==> config.mk <==
export PLATFORM = sky130hd
export DESIGN_NAME = mod3_serial_acc
export DESIGN_NICKNAME = d
export VERILOG_FILES = /design/src/rtl/mod3_serial_acc.sv
export SDC_FILE = /design/constraint.sdc
export NUM_CORES = 1
export LEC_CHECK = 0
export CORE_AREA = 2 2 39 41
export CTS_CLUSTER_DIAMETER = 50
export DETAILED_ROUTE_END_ITERATION = 8
export DIE_AREA = 0 0 41 43
export SYNTH_ARGS = -nofsm -noshare
export SYNTH_HDL_FRONTEND = slang
export SYNTH_SLANG_ARGS = --single-unit
==> constraint.sdc <==
create_clock -name CLK -period 2.5 [get_ports CLK]
set_input_delay 0.75 -clock CLK [delete_from_list [all_inputs] [get_ports CLK]]
set_output_delay 0.75 -clock CLK [all_outputs]
set_load 0.1 [all_outputs]
==> src/rtl/mod3_serial_acc.sv <==
// rtl/mod3_serial_acc.sv - bit-serial mod-3 residue accumulator
module mod3_serial_acc (
  input  logic       CLK,
  input  logic       CLR,
  input  logic       clear,
  input  logic       enable,
  input  logic       data_bit,
  input  logic [1:0] weight,
  output logic [1:0] residue
);

  logic [2:0] sum;

  always_comb begin
    sum = {1'b0, residue} + (data_bit ? {1'b0, weight} : 3'd0);
    if (sum >= 3'd3) sum = sum - 3'd3;
  end

  always_ff @(posedge CLK) begin
    if (!CLR)        residue <= 2'd0;
    else if (clear)  residue <= 2'd0;
    else if (enable) residue <= sum[1:0];
  end

endmodule

==> run_results.csv, run 1 <==
group,metric,value,unit
routing,drt_wl_total,322,um
critical_path,path_max_fanout,2,
sta,period_share,94.7,%
floorplan,core,0.00138,mm2
clocking,post_cts_buffers,0,
critical_path,r2r_slack,670,ps
floorplan,initial_utilization,13.6,%
floorplan,dieHeight,43,um
routing,dr_total_vias,177,
synthesis,ys_seq_area_share,21.3,%
finish,n_antenna_cell,0,
critical_path,r2r-end,"residue[0]",
critical_path,critPathKind,"primary input to register",
finish,fin_area,333,um2
clocking,clk_latency,220,ps
critical_path,crit_family,"adder cells",
finish,layout.cells.non_filler,49,
clocking,cts_buffers,3,
synthesis,synth_largest_area_cell,"dfxtp_1",
clocking,cts_tree,"done",
floorplan,io_pins,9,
critical_path,slowest_delay,520,ps
floorplan,die_area,0.00176,mm2
critical_path,critPathSlowestCell,"fa_1",
clocking,htree_num_levels,1,
critical_path,startpoint_type,"primary input",
sta,setup-tns-final,0,ps
finish,area_growth,77.3,%
clocking,cts_buffer_depth,2,
critical_path,crit_top_cell,"ha_2",
critical_path,r2r_cells,8,
critical_path,cp_cell_sequence,"dlygate4sd2_1 -> and2_1 -> ha_2 -> inv_2 -> fa_1 -> inv_1 -> ha_2 -> nand3b_4 -> a21o_1 -> a211oi_2",
finish,fillCellCount,146,
finish,largest_reg_flops,2,
placed_design,dpl_cell_area,308,um2
synthesis,synthArstFlopShare,0,%
finish,regMostFlops,"residue",
synthesis,ys.flop_type,"dfxtp_1",
sta,slew_violations,0,
routing,drt_iter0_markers,0,
critical_path,cp.arrival,2510,ps
sta,layout_min_cycle_time,2370,ps
routing,vias_per_cell,3.61,
critical_path,endpoint_kind,"register",
synthesis,postSynthAreaPerCell,9.88,um2
synthesis,synth_fp_nets,29,
routing,firstDrtPassIters,1,
finish,top_regs,"residue x2",
floorplan,rows,14,
synthesis,synth_edf_count,0,
critical_path,worst-path-buf-inv,3,
status,outcome,"finished, final reports clean",
finish,drive_gt1_share,48.5,%
sta,tightestPinTransition,277,ps
hold_path,min_from,"residue[1]",
sta,hold_violations,0,
power_and_ir_drop,p_leak,0.143,nW
placed_design,place_inst,46,
synthesis,yosysMostFrequentCell,"inv_1",
synthesis,synth.area.top_cells,"dfxtp_1, ha_1, fa_1",
routing,drc_errors,0,
clocking,hold_buffers,0,
global_routing,grt_usage,6.22,%
synthesis,postSynthCellCount,19,
floorplan,die_w,41,um
power_and_ir_drop,power_density,472,mW/mm2
global_routing,grt_max_degree,5,
global_routing,grt_pass1_wl,600,um
finish,nets,45,
synthesis,ys_ff_latch,2,
sta,max_freq,422,MHz
critical_path,r2r-start,"residue[0]",
run,drv_cap,0,
synthesis,yosysTopAreaCellShare,21.3,%
synthesis,ys_warn_count,0,
synthesis,synth.cell_area,188,um2
global_routing,grt_overflow,0,
clocking,cts_resized,5,
placed_design,io_buffers,8,
sta,clock_skew,3.72,ps
sta,grt_setup_unrepaired,"false",
placed_design,place.gp.congestion,0.618,
synthesis,synth_cell_type_count,14,
power_and_ir_drop,ir_drop,0.230,mV
hold_path,min_path_type,"register to register",
sta,maxSlewHeadroom,81.7,%
sta,finalSetupViolCount,0,
global_routing,grt_pass1_vias,150,
clocking,cts_root_buf,"clkbuf_4",
routing,ant_nets,0,
global_routing,antenna_found_initial,0,
critical_path,worstPathRequired,2640,ps
clocking,clk_pin_slew,30,ps
synthesis,synth_common_cells,"inv_1, dfxtp_1, ha_1, nand2b_1",
hold_path,whs_path_depth,2,
clocking,cts.sinks,2,
hold_path,holdPathEnd,"residue[1]",
routing,wl_per_cell,6.57,um
-- metrics by stage --
stage / hold slack [ps] / total power, mW / setup WS [ps] / util (%)
3_3_place_gp: 463 / 0.0863 / -379 / 22.2
5_1_grt: 500 / 0.176 / 23.4 / 24.1
6_report: 476 / 0.157 / 131 / 24.1
4_1_cts: 480 / 0.163 / 130 / 24.1
3_5_place_dp: 475 / 0.0872 / -407 / 22.2
2_1_floorplan: 703 / 0.0677 / 98.7 / -
-- worst max-delay path by stage --
stage,from,to,slack [ps],cells past startpoint
floorplan,weight[0],residue[0],100,9
global placement,data_bit,residue[0],-380,10
detailed placement,data_bit,residue[0],-410,10
CTS,data_bit,residue[0],130,10
global route,data_bit,residue[1],20,10
finish,data_bit,residue[0],130,10
-- placed cells by master (no fill, tap or decap), drive strengths merged --
cell / Yosys / layout
inv: 3 / 3
nand2: 1 / 1
dfxtp: 2 / 2
fa: 1 / 1
buf: 0 / 5
clkdlybuf4s50: 0 / 4
o211ai: 1 / 1
nand3b: 1 / 1
a21o: 1 / 1
nor3b: 1 / 1
ha: 2 / 2
a211oi: 1 / 1
and2: 1 / 1
nor2: 1 / 1
a21oi: 1 / 1
dlygate4sd2: 0 / 2
clkbuf: 0 / 3
nand2b: 2 / 2
-- final cells by class --
| class | count | area [um2] | area share, % |
|---|---|---|---|
| Clock buffer | 3 | 22.5 | 6.77 |
| Inverter | 3 | 11.3 | 3.38 |
| Sequential cell | 2 | 42.5 | 12.8 |
| Timing Repair Buffer | 11 | 95.1 | 28.6 |
| Tap cell | 16 | 20.0 | 6.02 |
| Multi-Input combinational cell | 14 | 141 | 42.5 |
-- tightest hold or removal path, cell delays in order, from the launching register on --
cell and delay, ps:
dfxtp_2 320, nand2b_1 60, a21oi_1 50
-- logic make-up (layout without fill, tap and decap cells) --
| kind of cell | after synthesis | after routing | synth area share [%] |
|---|---|---|---|
| fa+ha+maj | 3 | 3 | 24.0 |
| compound gates | 4 | 4 | 17.3 |
| buf+inv | 3 | 17 | 6.00 |
| simple gates | 7 | 7 | 31.3 |
| flops | 2 | 2 | 21.3 |
-- layer usage --
| metal | share of wire [%] | routed length [um] | global-route usage, % |
|---|---|---|---|
| met1 | 40 | 130 | 5.77 |
| met2 | 44 | 142 | 6.25 |
| met3 | 7.8 | 25 | 4.71 |
| met5 | 0 | 0 | 0 |
| met4 | 7.1 | 23 | 10.0 |
-- where the power goes --
part	total, mW	leakage, nW	switching, mW	internal (mW)
registers	0.0349	0.0172	0.00108	0.0339
logic	0.0509	0.112	0.0249	0.0261
clock network	0.0712	0.0138	0.0183	0.0529
total	0.157	0.143	0.0442	0.113
Note: power is estimated with default switching activity, not from simulation.
==> run 2: changes to the inputs <==
--- a/config.mk
+++ b/config.mk
@@ -9,6 +9,8 @@
 export CTS_CLUSTER_DIAMETER = 50
 export DETAILED_ROUTE_END_ITERATION = 8
 export DIE_AREA = 0 0 41 43
+export REMOVE_ABC_BUFFERS = 1
+export SKIP_CTS_REPAIR_TIMING = 1
 export SYNTH_ARGS = -nofsm -noshare
 export SYNTH_HDL_FRONTEND = slang
 export SYNTH_SLANG_ARGS = --single-unit
==> run 2 against run 1 <==
Against the previous run:
- critical path depth decreased by 2
- global-route usage increased by 0.21 points
- sequential share of layout area decreased by 1.0 points
- setup slack improved by 30 ps
- count of clock-buffer cells in the layout unchanged
- clock power decreased by 3.4%
- wire length increased by 13%
- first-iteration DRC count increased by 1
- worst hold slack improved by 21 ps
- core utilization increased by 0.54 points
- critical path type unchanged
==> run_results.csv, run 2 (synthesis gave the netlist of run 1 again) <==
group,metric,value,unit
status,outcome,"finished, final reports clean",
critical_path,endpoint_kind,"register",
sta,maxSlewHeadroom,81.7,%
global_routing,antenna_found_initial,0,
finish,fillCellCount,146,
clocking,cts.sinks,2,
finish,layout.cells.non_filler,49,
sta,tightestPinTransition,277,ps
clocking,cts_tree,"done",
sta,clock_skew,0.473,ps
critical_path,worstPathRequired,2640,ps
routing,dr_total_vias,183,
clocking,htree_num_levels,1,
floorplan,rows,14,
clocking,cts_root_buf,"clkbuf_4",
sta,grt_setup_unrepaired,"false",
global_routing,grt_overflow,0,
floorplan,core,0.00138,mm2
global_routing,grt_pass1_vias,181,
finish,area_growth,81.3,%
routing,drt_iter0_markers,1,
routing,ant_nets,0,
critical_path,startpoint_type,"primary input",
run,drv_cap,0,
routing,vias_per_cell,3.73,
sta,layout_min_cycle_time,2340,ps
power_and_ir_drop,p_leak,0.160,nW
placed_design,place_inst,46,
routing,wl_per_cell,7.43,um
global_routing,grt_pass1_wl,703,um
floorplan,dieHeight,43,um
floorplan,die_area,0.00176,mm2
finish,nets,45,
sta,max_freq,428,MHz
sta,period_share,93.6,%
sta,hold_violations,0,
sta,finalSetupViolCount,0,
routing,firstDrtPassIters,2,
finish,final_common_cell,"buf_4",
finish,seqCellArea,40.0,um2
clocking,clk_latency,220,ps
hold_path,min_path_type,"register to register",
critical_path,cp.arrival,2480,ps
critical_path,critPathKind,"primary input to register",
clocking,cts_buffers,3,
sta,hold_ws,496,ps
power_and_ir_drop,power_density,459,mW/mm2
finish,multi_input_area,144,um2
clocking,cts_buffer_depth,2,
floorplan,io_pins,9,
sta,slew_violations,0,
finish,top_regs,"residue x2",
critical_path,path_max_fanout,2,
finish,regMostFlops,"residue",
finish,largest_reg_flops,2,
placed_design,io_buffers,8,
finish,mostFrequentLayoutCells,"buf_4, clkdlybuf4s50_1, inv_1, clkbuf_4",
power_and_ir_drop,ir_drop,0.277,mV
floorplan,die_w,41,um
placed_design,place.gp.congestion,0.626,
global_routing,grt_max_degree,5,
clocking,clk_pin_slew,30,ps
routing,drc_errors,0,
routing,drt_wl_total,364,um
finish,drive_gt1_share,42.4,%
floorplan,initial_utilization,13.6,%
finish,n_antenna_cell,0,
global_routing,grt_usage,6.43,%
[run 2: changes by cell type in the layout (fill, tap and decap cells not counted), sizes merged]
cell          before  now
dlygate4sd2        2    0
dlymetal6s2s       0    2
[run 2: metrics by stage]
stage	worst slack (ps)	TNS (ps)	area, um2	utilization (%)	total power [mW]
CTS	-167	-262	328	23.7	0.160
global placement	-377	-661	305	22.1	0.0861
floorplan	-135	-154	188	-	0.0673
finish	161	0	340	24.6	0.156
global route	77.0	0	340	24.6	0.170
detailed placement	-395	-717	305	22.1	0.0870
[run 2: path summary, 6_finish.rpt]
check | slack, ps | start | cells past startpoint | endpoint
setup / recovery | 160 | weight[1] | 8 | residue[0]
hold / removal | 500 | residue[1] | 2 | residue[1]
setup reg to reg | 610 | residue[0] | 8 | residue[0]
hold reg to reg | 500 | residue[1] | 2 | residue[1]
[run 2: worst max-delay path, cell delays in order]
cell and delay, ps:
clkdlybuf4s50_1 450, nand2_1 60, fa_1 500, inv_1 50
ha_2 190, nand3b_4 150, a21o_1 160, a211oi_2 160
[run 2: layout make-up]
type	count	area share [%]
multi-input combinational	14	42.3
timing repair buffer	11	30.1
sequential	2	11.8
clock buffer	3	6.62
tap	16	5.88
inverter	3	3.31
[run 2: routing by layer]
metal,up-vias,GRT usage (%),part of all wire [%]
met1,85,8.04,42
li1,94,-,-
met4,0,6.00,0
met5,-,0,0
met2,4,6.56,53
met3,0,4.71,4.4
[run 2: power by group]
group          internal [mW]  total (mW)  switching (mW)
Combinational         0.0273      0.0526          0.0254
Sequential            0.0336      0.0348         0.00123
Clock                 0.0528      0.0688          0.0161
